**config.mk**
```make
export PLATFORM = sky130hd
export DESIGN_NAME = wbh_clken_gen
export DESIGN_NICKNAME = d
export VERILOG_FILES = /design/src/rtl/wbh_clken_gen.sv
export SDC_FILE = /design/constraint.sdc
export NUM_CORES = 1
export LEC_CHECK = 0
export BUFFER_PORTS_ARGS = -buffer_cell sky130_fd_sc_hd__buf_2
export CORE_ASPECT_RATIO = 0.9
export CORE_UTILIZATION = 50
export CTS_CLUSTER_SIZE = 28
export DETAILED_ROUTE_END_ITERATION = 6
export PLACE_DENSITY = 0.72
export SYNTH_ARGS = -nofsm -noshare
export SYNTH_HDL_FRONTEND = slang
export SYNTH_SLANG_ARGS = --single-unit
```
**constraint.sdc**
```tcl
create_clock -name mclk -period 2.5 [get_ports mclk]
set_input_delay 0.125 -clock mclk [delete_from_list [all_inputs] [get_ports mclk]]
set_output_delay 0.125 -clock mclk [all_outputs]
set_load 0.1 [all_outputs]
```
**src/rtl/wbh_clken_gen.sv**
```systemverilog
// ----------------------------------------------------------------------------
// wbh_clken_gen
//
// Programmable multi-channel clock-enable generator. Each channel divides
// mclk by (R+1), where R is an unsigned DIV_W-bit ratio. It produces:
//   - a one-cycle clk_en pulse on every terminal count, and
//   - an optional square wave clk_tgl that inverts on every terminal count.
// Ratio changes made while a channel runs are held in a shadow register.
// They are applied at the next terminal count, so a period is never cut
// short or stretched mid-count.
//
// Register map (word addresses):
//   0x0      GLB_CTRL  [NUM_CH-1:0] ch_en, [8+NUM_CH-1:8] tgl_mode,
//                      [16] restart (write-1 pulse, reads 0)
//   0x1      STATUS    [NUM_CH-1:0] channel running, [8+NUM_CH-1:8] pending
//   0x2+i    DIV_i     [DIV_W-1:0] shadow ratio of channel i
//   others   read 0, writes ignored (still acknowledged)
//
// Ports:
//   mclk       in   sole clock, rising edge
//   reset      in   asynchronous active-high reset
//   reg_cs     in   register access request
//   reg_wr     in   1 = write, 0 = read
//   reg_addr   in   word address [3:0]
//   reg_wdata  in   write data [31:0]
//   reg_be     in   byte enables [3:0]
//   reg_rdata  out  registered read data, held until the next read
//   reg_ack    out  one-cycle acknowledge, one cycle after the request
//   clk_en     out  per-channel one-cycle enable pulse [NUM_CH-1:0]
//   clk_tgl    out  per-channel toggle output [NUM_CH-1:0]
// ----------------------------------------------------------------------------
module wbh_clken_gen #(
    parameter int NUM_CH  = 4,
    parameter int DIV_W   = 8,
    parameter int DIV_RST = 1
) (
    input  logic              mclk,
    input  logic              reset,
    input  logic              reg_cs,
    input  logic              reg_wr,
    input  logic [3:0]        reg_addr,
    input  logic [31:0]       reg_wdata,
    input  logic [3:0]        reg_be,
    output logic [31:0]       reg_rdata,
    output logic              reg_ack,
    output logic [NUM_CH-1:0] clk_en,
    output logic [NUM_CH-1:0] clk_tgl
);

    localparam logic [3:0]       ADDR_GLB    = 4'h0;
    localparam logic [3:0]       ADDR_STATUS = 4'h1;
    localparam logic [DIV_W-1:0] RATIO_RST   = DIV_W'(DIV_RST);

    typedef enum logic {
        CH_IDLE = 1'b0,
        CH_RUN  = 1'b1
    } ch_state_e;

    // Byte-enable merge of a write into a ratio register.
    function automatic logic [DIV_W-1:0] merge_div(
        input logic [DIV_W-1:0] cur,
        input logic [DIV_W-1:0] wd,
        input logic [DIV_W-1:0] mask
    );
        return (cur & ~mask) | (wd & mask);
    endfunction

    // ------------------------------------------------------------------
    // Register interface
    // ------------------------------------------------------------------
    logic              ack_q, ack_d;
    logic [31:0]       rdata_q, rdata_d;
    logic [NUM_CH-1:0] ch_en_q, ch_en_d;
    logic [NUM_CH-1:0] tgl_mode_q, tgl_mode_d;

    logic              access;
    logic              wr_stb;
    logic              rd_stb;
    logic              glb_wr;
    logic              restart;
    logic [DIV_W-1:0]  div_bmask;
    logic [31:0]       rd_val;

    // Per-channel views gathered for the read mux and the outputs.
    logic [NUM_CH-1:0] run_vec;
    logic [NUM_CH-1:0] pend_vec;
    logic [DIV_W-1:0]  shd_arr [NUM_CH];

    // Parts of the bus that no register field happens to use.
    logic              unused_bus;
    assign unused_bus = ^{reg_wdata, reg_be};

    // A request is taken only while ack is low, so a held reg_cs
    // produces alternating single-cycle acknowledges, never a stuck one.
    assign access  = reg_cs && !ack_q;
    assign wr_stb  = access && reg_wr;
    assign rd_stb  = access && !reg_wr;
    assign glb_wr  = wr_stb && (reg_addr == ADDR_GLB);
    assign restart = glb_wr && reg_be[2] && reg_wdata[16];

    always_comb begin
        div_bmask = '0;
        for (int b = 0; b < DIV_W; b++) begin
            div_bmask[b] = reg_be[b / 8];
        end
    end

    always_comb begin
        ch_en_d    = ch_en_q;
        tgl_mode_d = tgl_mode_q;
        if (glb_wr) begin
            if (reg_be[0]) begin
                ch_en_d = reg_wdata[NUM_CH-1:0];
            end
            if (reg_be[1]) begin
                tgl_mode_d = reg_wdata[8 +: NUM_CH];
            end
        end
    end

    always_comb begin
        rd_val = '0;
        if (reg_addr == ADDR_GLB) begin
            rd_val[NUM_CH-1:0]  = ch_en_q;
            rd_val[8 +: NUM_CH] = tgl_mode_q;
        end else if (reg_addr == ADDR_STATUS) begin
            rd_val[NUM_CH-1:0]  = run_vec;
            rd_val[8 +: NUM_CH] = pend_vec;
        end else begin
            for (int k = 0; k < NUM_CH; k++) begin
                if (reg_addr == 4'(k + 2)) begin
                    rd_val = 32'(shd_arr[k]);
                end
            end
        end
    end

    assign ack_d   = access;
    assign rdata_d = rd_stb ? rd_val : rdata_q;

    always_ff @(posedge mclk or posedge reset) begin
        if (reset) begin
            ack_q      <= 1'b0;
            rdata_q    <= '0;
            ch_en_q    <= '0;
            tgl_mode_q <= '0;
        end else begin
            ack_q      <= ack_d;
            rdata_q    <= rdata_d;
            ch_en_q    <= ch_en_d;
            tgl_mode_q <= tgl_mode_d;
        end
    end

    assign reg_ack   = ack_q;
    assign reg_rdata = rdata_q;

    // ------------------------------------------------------------------
    // Divider channels
    // ------------------------------------------------------------------
    for (genvar i = 0; i < NUM_CH; i++) begin : g_ch
        localparam logic [3:0] CH_ADDR = 4'(i + 2);

        ch_state_e        state_q, state_d;
        logic [DIV_W-1:0] cnt_q, cnt_d;
        logic [DIV_W-1:0] act_q, act_d;
        logic [DIV_W-1:0] shd_q, shd_d;
        logic             pend_q, pend_d;
        logic             en_q, en_d;
        logic             tgl_q, tgl_d;
        logic             div_wr;
        logic [DIV_W-1:0] wval;

        assign div_wr = wr_stb && (reg_addr == CH_ADDR);
        assign wval   = merge_div(shd_q, reg_wdata[DIV_W-1:0], div_bmask);

        // Invariant: whenever pending is clear, shadow equals active. That
        // lets every reload point simply take the (possibly just written)
        // shadow value.
        always_comb begin
            state_d = state_q;
            cnt_d   = cnt_q;
            act_d   = act_q;
            shd_d   = div_wr ? wval : shd_q;
            pend_d  = pend_q;
            en_d    = 1'b0;
            tgl_d   = tgl_q;

            unique case (state_q)
                CH_IDLE: begin
                    cnt_d  = '0;
                    tgl_d  = 1'b0;
                    act_d  = shd_d;
                    pend_d = 1'b0;
                    if (ch_en_d[i]) begin
                        state_d = CH_RUN;
                        cnt_d   = shd_d;
                    end
                end

                CH_RUN: begin
                    if (!ch_en_d[i]) begin
                        // Stop at this edge; any deferred ratio becomes
                        // active so the next enable uses the latest value.
                        state_d = CH_IDLE;
                        cnt_d   = '0;
                        tgl_d   = 1'b0;
                        act_d   = shd_d;
                        pend_d  = 1'b0;
                    end else if (restart) begin
                        // Phase-align: every running channel restarts its
                        // count from the shadow ratio on the same edge.
                        cnt_d  = shd_d;
                        act_d  = shd_d;
                        pend_d = 1'b0;
                        tgl_d  = 1'b0;
                    end else if (cnt_q == '0) begin
                        // Terminal count. A ratio write landing on this very
                        // edge is taken directly rather than deferred.
                        en_d   = 1'b1;
                        cnt_d  = shd_d;
                        act_d  = shd_d;
                        pend_d = 1'b0;
                        tgl_d  = tgl_mode_q[i] ? !tgl_q : 1'b0;
                    end else begin
                        cnt_d = cnt_q - 1'b1;
                        if (div_wr) begin
                            pend_d = 1'b1;
                        end
                        if (!tgl_mode_q[i]) begin
                            tgl_d = 1'b0;
                        end
                    end
                end

                default: begin
                    state_d = CH_IDLE;
                end
            endcase
        end

        always_ff @(posedge mclk or posedge reset) begin
            if (reset) begin
                state_q <= CH_IDLE;
                cnt_q   <= '0;
                act_q   <= RATIO_RST;
                shd_q   <= RATIO_RST;
                pend_q  <= 1'b0;
                en_q    <= 1'b0;
                tgl_q   <= 1'b0;
            end else begin
                state_q <= state_d;
                cnt_q   <= cnt_d;
                act_q   <= act_d;
                shd_q   <= shd_d;
                pend_q  <= pend_d;
                en_q    <= en_d;
                tgl_q   <= tgl_d;
            end
        end

        assign run_vec[i]  = (state_q == CH_RUN);
        assign pend_vec[i] = pend_q;
        assign shd_arr[i]  = shd_q;
        assign clk_en[i]   = en_q;
        assign clk_tgl[i]  = tgl_q;
    end

endmodule
```
# == Yosys cells after proc, flatten, opt, wreduce, memory -nomap -nowiden ==
# Index checks and enable logic that the tools add are counted.
# word_totals
regBits,121
in_bits,44
out_inout_bits,41
wordCells,183
# op_classes
addsub,4
n_eq_ne,13
mux,102
bitwise_logic,14
reduce_logical,22
# op_table
cell,n
$mux 8,21
$mux 32,3
$pmux 8 s2,4
$mux 1,56
$and 8x8->8,5
$mux 20,2
$logic_not 8->1,4
$mux 4,8
$or 8x8->8,4
$sub 8x1->8 const B,4
$ne 5x3->1 const B,4
$ne 5x4->1 const B,4
$pmux 1 s2,8
$logic_and 1x1->1,10
$eq 4x2->1 const B,2
$eq 4x3->1 const B,2
$not 8->8,1
$logic_not 1->1,6
$eq 4x1->1 const B,1
$logic_not 4->1,1
$not 1->1,4
$reduce_and 2->1,1

# == Depth between registers and ports, before layout ==
# Gate-level depths: netlist of run 1.
# logic_depth
word_depth,9
mapped_depth,7
ltp_nobuf,6

# == Worst setup path after synthesis of run 1 ==
# No wires, ideal clock.
# synth_timing
path_type,reg2reg
from,"reg ack_q, in the netlist reg_ack"
to,reg g_ch[2].cnt_q[2]
setup_time_ns,0.139
arrival_ns,2.138
required_ns,2.361
path_slack_ns,0.224
path_stages_with_launch,5
n_path_buf,0
synth_period_minus_slack_ns,2.276
path_cell_list,dfrtp_1 > nand3b_1 > o31a_1 > a221oi_1 > a311oi_1
# synth_via
elab_chain_cells,9
elab_cells_between_ends,14
classes_between,7 x mux; 7 x reduce/logical
# synth_rtl
item,line_no,text
start: declaration,71,"logic ack_q, ack_d;"
start signal: assignment,148,ack_q <= ack_d;
$logic_not 1->1 *,95,assign access = reg_cs && !ack_q;
$logic_and 1x1->1 *,95,
$logic_and 1x1->1 *,96,assign wr_stb = access && reg_wr;
"$logic_and 1x1->1, on equally long branches","174, 98",
$mux 8 or $logic_and 1x1->1 (tied branches),"184, 99",
$mux 8 or $logic_and 1x1->1 (tied branches),"217, 99",
$mux 8,210,end else if (restart) begin
$mux 8,202,if (!ch_en_d[i]) begin
$pmux 8 s2 *,189,unique case (state_q)
named net g_ch[2].cnt_d[2],165,"logic [DIV_W-1:0] cnt_q, cnt_d;"
end signal: assignment,253,cnt_q <= cnt_d;
end: declaration,165,
# Mark *: on every way through the listed nets, which the timed path passes. The rest lies on a longest branch.
# A chain may end at the register's enable or synchronous reset.

# == Final worst setup path of run 1 ==
# Ends and elaborated chain as after synthesis.

==> results of run 1 <==
-- synthesized netlist by cell type (8+ instances only) --
| cell | instances | area share, % |
|---|---|---|
| buf_4 | 30 | 4.3 |
| ha_1 | 8 | 1.9 |
| xor2_1 | 8 | 1.3 |
| clkbuf_1 | 13 | 0.93 |
| o21ai_0 | 16 | 1.5 |
| a21oi_1 | 10 | 0.95 |
| buf_2 | 10 | 0.95 |
| dfrtp_1 | 93 | 44 |
| a21o_1 | 17 | 2.4 |
| nor2_1 | 10 | 0.71 |
| a211oi_1 | 17 | 2.4 |
| inv_1 | 16 | 1.1 |
| nor4_1 | 10 | 1.2 |
| nand2_1 | 69 | 4.9 |
| nand3_1 | 12 | 1.1 |
| a221oi_1 | 14 | 2.3 |
| xnor2_1 | 15 | 2.5 |
| and3_1 | 14 | 1.7 |
| a311oi_1 | 22 | 3.7 |
| mux2i_1 | 12 | 2.3 |
| mux2_2 | 9 | 1.9 |
| nor3_1 | 28 | 2.7 |
-- report_power, final --
| group | internal, mW | total, mW | switching, mW |
|---|---|---|---|
| Clock | 0.679 | 1.30 | 0.620 |
| Sequential | 1.67 | 1.75 | 0.0828 |
| Combinational | 0.241 | 0.839 | 0.598 |
-- flip-flops by register name, summed over array words and instances (netlist names) --
name	flops
ch_en_q	4
g_ch.cnt_q	32
g_ch.en_q	4
g_ch.pend_q	4
g_ch.shd_q	32
g_ch.tgl_q	4
reg_ack	1
reg_rdata	12
tgl_mode_q	4
-- cells by family (layout without fill, tap and decap cells) --
kind of cell             Yosys count  in the layout  share of synthesized area, %
XOR/XNOR                          23             23                          3.82
other                              1             20                        0.0712
flip-flops                        97             97                          46.2
buffers and inverters             71             93                          7.72
AO/OA/AOI/OAI                    116            116                          17.4
AND/OR/NAND/NOR                  185            185                          18.7
adder cells (fa/ha/maj)            8              8                          1.90
multiplexers                      21             21                          4.20
-- per-stage QoR --
stage | util (%) | instances | instance area (sq um)
after floorplan | - | 541 | 5340
after global placement | 53.8 | 675 | 5510
after detailed placement | 53.8 | 675 | 5510
after CTS | 56.6 | 692 | 5800
after global routing | 56.6 | 692 | 5800
final | 56.6 | 692 | 5800
-- placed cells by master (no fill, tap or decap), types with 16 or more instances in the layout --
cell and n:
dfrtp_1 93, nand2_1 69, buf_2 44, nor3_1 28, a311oi_1 22, conb_1 20, a21o_1 17, a211oi_1 17
o21ai_0 16
-- how the worst max path moves through the flow --
stage	end	slack (ps)	cells after the start
6_report	g_ch[2].cnt_q[2]	320	4
5_1_grt	g_ch[2].cnt_q[2]	190	4
4_1_cts	g_ch[2].cnt_q[2]	370	4
3_5_place_dp	g_ch[2].cnt_q[2]	380	4
3_3_place_gp	g_ch[0].cnt_q[0]	400	6
2_1_floorplan	g_ch[2].cnt_q[2]	220	4
-- worst register-to-register path, stage by stage (launching register included) --
cell and delay, ps:
dfrtp_1 410, and4b_1 640, nand2_1 430, a221oi_1 480
a311oi_1 90
-- cell type report --
type / count / area [sq um] / area share [%]
inverter: 16 / 63.8 / 1.10
clock buffer: 9 / 225 / 3.88
clock inverter: 7 / 52.6 / 0.906
sequential: 97 / 2430 / 42.0
multi-input combinational: 373 / 2500 / 43.1
timing repair buffer: 61 / 363 / 6.26
tap: 129 / 161 / 2.78
-- what timing repair did --
item / in CTS / in global routing
hold endpoints to repair: 20 / 0
gates resized for setup: 0 / 0
hold buffers: 1 / 0
-- metal layers --
metal,track usage (%),vias to the layer above,part of all wire (%),routed length [um]
met3,3.80,20,5.7,736
met2,39.6,151,46,5950
met5,0,-,0.10,13
li1,-,1945,-,-
met1,35.1,2025,46,5970
met4,7.89,2,1.4,183
==> run_results.csv, run 1 <==
group,metric,value,unit
floorplan,start_util,51.4,%
synth,syn_avg_cell_area,10.1,sq um
synth,synth_enable_flop_cells,0,
pwr,leakagePower,2.78,nW
timing,finalWorstSetupSlack,324,ps
place,io_buffers,44,
critical_path,path_cells,"and4b_1, nand2_1, a221oi_1, a311oi_1",
timing,timing.final.crit_period,2180,ps
grt,antenna_found_initial,1,
route,vias,4143,
clocking,clock-root-buffer,"clkbuf_16",
route,viasPerCell,5.99,
min_path,worstHoldStart,"reg_wdata[8]",
timing,hold_viol_final,0,
route,ant_nets,0,
place,dp_slack,380,ps
clocking,cts_tree,"built",
floorplan,die_w,110,um
pwr,p_per_area,671,nW/um^2
pwr,ir_drop,0.000361,V
place,globalplace.congestion,0.943,
critical_path,end_kind,"flip-flop",
layout,fillers,874,
floorplan,core,10200,sq um
layout,layout-drive-gt1-share,17.9,%
timing,slew_violations,0,
floorplan,rows,35,
floorplan,boundaryPins,85,
synth,ys_ff_latch,97,
synth,netlist_area,5270,sq um
timing,fin_crit_sh,87.0,%
min_path,holdPathEnd,"tgl_mode_q[0]",
pwr,power.total,3.89,mW
synth,synthCells,522,
timing,tightest_slew,639,ps
critical_path,cpMaxStageDelayCell,"and4b_1",
critical_path,critical_path_class,"flip-flop to flip-flop",
timing,setup-violations-final,0,
clocking,path_clk_slew,70,ps
clocking,numCtsBuffers,9,
floorplan,fp.dieH,99.4,um
synth,synth_flop_cell,"dfrtp_1",
min_path,hold_depth,2,
critical_path,crit_arrival,2390,ps
clocking,cts_setup_buffers,0,
route,drt_iter0_drc,216,
timing,finClkSkew,6.48,ps
min_path,hold_class,"input port to flip-flop",
route,routed_wl,12800,um
place,dp_hpwl,9480,um
layout,n_antenna_cell,0,
synth,yosys_warnings,0,
clocking,h-tree-depth,3,
critical_path,cp.required,2710,ps
layout,nets,610,
timing,max-slew-margin-rel,57.3,%
clocking,cts_sinks,97,
run_status,status,"finished, final reports clean",
route,drc,0,
grt,grt_pass1_vias,3966,
clocking,clk-insertion-delay-late,350,ps
synth,ys_types,47,
layout,area_growth,10.1,%
clocking,clk_path_buf_depth,2,
floorplan,dieArea,11000,sq um
synth,async_reset_ff_share,100,%
critical_path,worstRegToRegCells,4,
grt,grt_max_degree,50,
critical_path,path_max_fanout,15,
critical_path,startpoint,"reg_ack",
synth,yosysSeqAreaShare,46.2,%
route,dr.pass1.iters,4,
grt,grt_overflow,0,
critical_path,reg2reg_slack,320,ps
route,wl_per_cell,18.6,um
critical_path,slowest_delay,640,ps
timing,fin_setup_tns,0,ps
timing,rsz0062_at_grt,"no",
critical_path,critical_path.top_delay_family,"simple AND/OR/NAND/NOR gates",
critical_path,r2r_start,"reg_ack",
job,drv_cap,0,
critical_path,critPathLaunchType,"flip-flop",
timing,fin_worst_hold_slack,7.17,ps
critical_path,worst-path-buf-inv,0,
grt,grt_usage,24.9,%
timing,fmax,460,MHz
grt,grt_pass1_wl,20500,um
critical_path,r2r-end,"g_ch[2].cnt_q[2]",
No activity file was read; power rests on OpenSTA's default activity.
==> inputs of run 2 (changes only) <==
Settings changed: PLACE_DENSITY 0.72 to 0.69.
Clock period 2.5 ns to 2.44 ns, I/O delays scaled along.
==> run 2 against run 1 <==
Non-clock buffer count stayed put. Worst hold slack worse by 3.1 ps. Register-to-register slack better by 20 ps. First-iteration DRC count is 30% higher. Largest cell class unchanged. Setup slack better by 16 ps. Clock-buffer cell count stayed put. Via count hardly changed. Sequential share of layout area is 0.30 points lower. Critical path type unchanged. Critical path depth stayed put. Critical endpoint unchanged.
==> run_results.csv, run 2 (same netlist as run 1, synthesis figures left out) <==
group,metric,value,unit
layout,final_common_cell,"dfrtp_1",
clocking,clk-insertion-delay-late,350,ps
timing,max-slew-margin-rel,58.0,%
min_path,worstHoldStart,"reg_wdata[9]",
route,routed_wl,12800,um
critical_path,worst-path-buf-inv,0,
min_path,hold_depth,2,
layout,multiInputGateArea,2500,sq um
grt,gr-usage-met3,5.18,%
critical_path,critical_path_class,"flip-flop to flip-flop",
critical_path,reg2reg_slack,340,ps
grt,grt_max_degree,59,
critical_path,path_depth,4,
pwr,leakagePower,2.81,nW
critical_path,path_cells,"and4b_1, nand2_1, a221oi_1, a311oi_1",
floorplan,die_w,110,um
route,ant_nets,0,
clocking,cts_tree,"built",
clocking,clock-root-buffer,"clkbuf_16",
run_status,status,"finished, final reports clean",
route,viasPerCell,5.99,
place,globalplace.congestion,0.889,
timing,finClkSkew,7.75,ps
place,io_buffers,44,
floorplan,start_util,51.4,%
clocking,h-tree-depth,3,
pwr,p_per_area,713,nW/um^2
route,wl_per_cell,18.5,um
grt,met2_usage,37.0,%
timing,timing.final.crit_period,2100,ps
clocking,numCtsBuffers,9,
layout,nets,610,
clocking,clk_path_buf_depth,2,
floorplan,rows,35,
floorplan,fp.dieH,99.4,um
critical_path,critPathLaunchType,"flip-flop",
critical_path,cp.required,2650,ps
floorplan,core,10200,sq um
critical_path,critical_path.top_delay_family,"simple AND/OR/NAND/NOR gates",
layout,fillers,882,
grt,grtUsageMet1,37.4,%
grt,grt_usage,25.4,%
clocking,cts_sinks,97,
floorplan,boundaryPins,85,
grt,grt_pass1_vias,3908,
route,dr.pass1.iters,4,
layout,regArea,2430,sq um
critical_path,worstRegToRegCells,4,
route,drc,0,
timing,fin_crit_sh,86.1,%
timing,fmax,476,MHz
layout,n_antenna_cell,0,
route,vias,4144,
timing,hold_viol_final,0,
grt,busiest_layer,"met1",
critical_path,crit_arrival,2310,ps
critical_path,cpMaxStageDelayCell,"and4b_1",
layout,layout-drive-gt1-share,17.9,%
timing,setup-violations-final,0,
grt,antenna_found_initial,0,
pwr,ir_drop,0.000641,V
grt,grt_overflow,0,
clocking,cts_setup_buffers,0,
timing,finalWorstSetupSlack,340,ps
timing,fin_setup_tns,0,ps
route,drt_iter0_drc,281,
job,drv_cap,0,
min_path,hold_class,"input port to flip-flop",
place,dp_slack,388,ps
critical_path,r2r_start,"reg_ack",
timing,rsz0062_at_grt,"no",
floorplan,dieArea,11000,sq um
min_path,holdPathEnd,"tgl_mode_q[1]",
layout,layout_common_cells,"dfrtp_1 (93), nand2_1 (69), buf_2 (44)",
critical_path,slowest_delay,570,ps
timing,tightest_slew,629,ps
critical_path,end_kind,"flip-flop",
timing,slew_violations,0,
place,dp_hpwl,9460,um
layout,area_growth,10.9,%
critical_path,r2r-end,"g_ch[2].cnt_q[2]",
grt,grt_pass1_wl,20800,um
clocking,path_clk_slew,70,ps
critical_path,path_max_fanout,14,
[run 2: changes by cell type in the layout (fill, tap and decap cells not counted), sizes merged]
cell	before	now
bufinv	0	2
clkinv	1	2
clkinvlp	5	3
inv	17	16
[run 2: metrics by stage]
stage          cells  total power [mW]  cell area (sq um)  util, %  hold slack (ps)
3_5_place_dp     675              2.68               5510     53.8              190
2_1_floorplan    541              2.51               5340        -              228
6_report         692              4.17               5840     57.0             4.09
5_1_grt          692              4.34               5840     57.0             14.4
3_3_place_gp     675              2.66               5510     53.8              185
4_1_cts          692              4.19               5840     57.0             1.05
[run 2: repair_timing]
item / in CTS / in global routing
hold buffers: 1 / 0
hold endpoints to repair: 18 / 0
gates resized for setup: 0 / 0
[run 2: power breakdown]
part / total, mW / switching (mW) / internal (mW) / leakage [nW]
sequential: 1.80 / 0.0836 / 1.71 / 1.32
clock: 1.51 / 0.611 / 0.898 / 0.152
combinational: 0.859 / 0.612 / 0.248 / 1.34
total: 4.17 / 1.31 / 2.86 / 2.81
[run 2: layout make-up]
cell class / count / share of cell area, %
Clock buffer: 9 / 3.86
Clock inverter: 7 / 1.61
Inverter: 16 / 1.09
Multi-Input combinational cell: 373 / 42.8
Sequential cell: 97 / 41.7
Tap cell: 129 / 2.76
Timing Repair Buffer: 61 / 6.21
[run 2: worst max path at each step]
stage                      from                to  slack [ps]
detailed placement  reg_addr[1]  g_ch[2].cnt_q[2]         390
global route            reg_ack  g_ch[2].cnt_q[4]         230
finish                  reg_ack  g_ch[2].cnt_q[2]         340
global placement    reg_addr[1]  g_ch[2].cnt_q[2]         430
floorplan               reg_ack  g_ch[2].cnt_q[2]         160
CTS                     reg_ack  g_ch[2].cnt_q[2]         410
[run 2: routing by layer]
metal | vias to the layer above | part of all wire [%] | routed length [um]
li1 | 1932 | - | -
met1 | 2017 | 48 | 6150
met2 | 172 | 43 | 5470
met3 | 23 | 6.9 | 881
met4 | 0 | 2.3 | 298
met5 | - | 0 | 0
[run 2: worst reg2reg max path, delay by kind of cell, from the launching register on]
kind / cells / cell delay (ps)
compound gates: 2 / 600
simple gates: 2 / 970
flops: 1 / 410
==> inputs of run 3 (changes only) <==
Settings changed: GPL_ROUTABILITY_DRIVEN set to 0, PLACE_DENSITY 0.69 to 0.75.
Clock period 2.44 ns to 1.8 ns, I/O delays scaled along.
==> run 3 against run 2 <==
Routed wire length is 9.0% higher. Critical path depth up 1. Clock skew down 1.4 ps. Largest cell class unchanged. Maximum frequency increased by 19%. Sequential share of layout area decreased by 3.0 points.
==> run_results.csv, run 3 (same netlist as run 1, synthesis figures left out) <==
group,metric,value,unit
layout,layout_common_cells,"dfrtp_1 (92), nand2_1 (65), buf_2 (44)",
grt,grt_max_degree,98,
clocking,numCtsBuffers,9,
route,drt_iter0_drc,397,
route,wl_per_cell,19.2,um
critical_path,end_kind,"flip-flop",
route,dr.pass1.iters,5,
critical_path,worst-path-buf-inv,1,
floorplan,die_w,110,um
clocking,clk_path_buf_depth,2,
critical_path,r2r_start,"reg_ack",
floorplan,dieArea,11000,sq um
route,viasPerCell,5.98,
critical_path,slowest_delay,430,ps
route,ant_nets,0,
critical_path,cp.required,2010,ps
grt,grt_overflow,0,
timing,tightest_slew,540,ps
critical_path,path_cells,"nand3b_1, buf_12, o31a_1, a221oi_1, a211oi_1",
pwr,p_per_area,910,nW/um^2
place,dp_hpwl,9850,um
layout,multiInputGateArea,2690,sq um
critical_path,critPathLaunchType,"flip-flop",
layout,final_common_cell,"dfrtp_1",
pwr,power.internal,3.88,mW
layout,layout-drive-gt1-share,28.2,%
timing,hold_viol_final,0,
floorplan,core,10200,sq um
critical_path,path_max_fanout,8,
critical_path,critical_path_class,"flip-flop to flip-flop",
timing,timing.final.crit_period,1760,ps
clocking,cts_sinks,97,
layout,nets,643,
grt,grt_usage,27.1,%
pwr,p_sw_share,32.3,%
critical_path,crit_arrival,1970,ps
grt,grt_pass1_wl,22400,um
layout,n_antenna_cell,0,
timing,fmax,568,MHz
run_status,status,"finished, final reports clean",
clocking,path_clk_slew,70,ps
timing,finClkSkew,6.35,ps
clocking,clk-insertion-delay-late,340,ps
layout,final_util,61.5,%
pwr,comb_power_share,23.3,%
place,io_buffers,44,
critical_path,cpMaxStageDelayCell,"dfrtp_2",
pwr,pwr-share-seq,42.6,%
timing,setup-violations-final,0,
grt,antenna_found_initial,0,
floorplan,start_util,51.4,%
pwr,clkPwrFrac,34.0,%
route,drc,0,
layout,fillers,832,
clocking,cts_setup_buffers,0,
pwr,leakagePower,3.02,nW
route,routed_wl,13900,um
min_path,hold_class,"input port to flip-flop",
floorplan,rows,35,
layout,regArea,2430,sq um
timing,max-slew-margin-rel,64.0,%
clocking,cts_tree,"built",
pwr,power_switching,1.85,mW
route,vias,4338,
critical_path,startpoint,"reg_ack",
timing,slew_violations,0,
job,drv_cap,0,
critical_path,critical_path.top_delay_family,"compound AO/OA/AOI/OAI gates",
place,dp_slack,-62.9,ps
timing,fin_crit_sh,97.8,%
clocking,h-tree-depth,3,
grt,grt_pass1_vias,4232,
clocking,clock-root-buffer,"clkbuf_16",
timing,rsz0062_at_grt,"yes",
floorplan,fp.dieH,99.4,um
min_path,worstHoldStart,"reg_cs",
pwr,ir_drop,0.000670,V
layout,area_growth,19.5,%
floorplan,boundaryPins,85,
timing,finalWorstSetupSlack,39.4,ps
pwr,power.total,5.73,mW
run 3: what timing repair did:
item                                    in CTS  in global routing
resized for setup                            4                 20
hold buffers                                 5                  0
endpoints found under the hold margin       97                  0
endpoints found under the setup margin       7                 28
gates cloned                                 0                  0
pin swaps                                    0                  3
run 3: power groups by stage:
stage                     sequential [mW]  clock, mW  combinational (mW)
final                                2.44       1.95                1.34
after global routing                 2.46       2.07                1.44
after CTS                            2.43       1.98                1.30
after detailed placement             2.47          0                1.28
after global placement               2.47          0                1.25
after floorplan                      2.55          0               0.892
run 3: through the flow:
step | TNS (ps) | instance area, sq um | instances | hold WS (ps)
final | 0 | 6300 | 725 | 45.1
after global routing | -207 | 6300 | 725 | 41.5
after CTS | 0 | 6200 | 725 | 34.1
after detailed placement | -337 | 5840 | 704 | 283
after global placement | -130 | 5840 | 704 | 276
after floorplan | -5330 | 5440 | 541 | 196
run 3: layer usage:
layer  vias up  routed length (um)  track usage, %
li1       2003                   -               -
met1      2151                6290            38.7
met2       164                6600            42.5
met3        20                 838            5.50
met4         0                 214            6.28
met5         -                   0               0
run 3: path summary, 6_finish.rpt:
| path | to | slack, ps | cells after the start |
|---|---|---|---|
| worst max-delay path | g_ch[2].cnt_q[4] | 40 | 5 |
| worst min-delay path | reg_ack | 50 | 2 |
| worst max register to register | g_ch[2].cnt_q[4] | 40 | 5 |
| worst min register to register | reg_rdata[7] | 490 | 2 |
| max in group asynchronous | reg_ack | 920 | 4 |
| min in group asynchronous | g_ch[2].tgl_q | 400 | 4 |
run 3: cell type report:
class	count	share of cell area (%)
well taps	129	2.56
clock inverters	6	1.03
flip-flops and latches	97	38.6
clock buffers	10	3.79
inverters	16	1.01
repair buffers	94	10.3
multi-input cells	373	42.6
run 3: worst register-to-register path, delay by kind of cell, from the launching register on:
| kind | cells | cell delay [ps] |
|---|---|---|
| DFF | 1 | 430 |
| AOI/OAI and AO/OA | 3 | 810 |
| and+or+nand+nor | 1 | 210 |
| buffers and inverters | 1 | 180 |
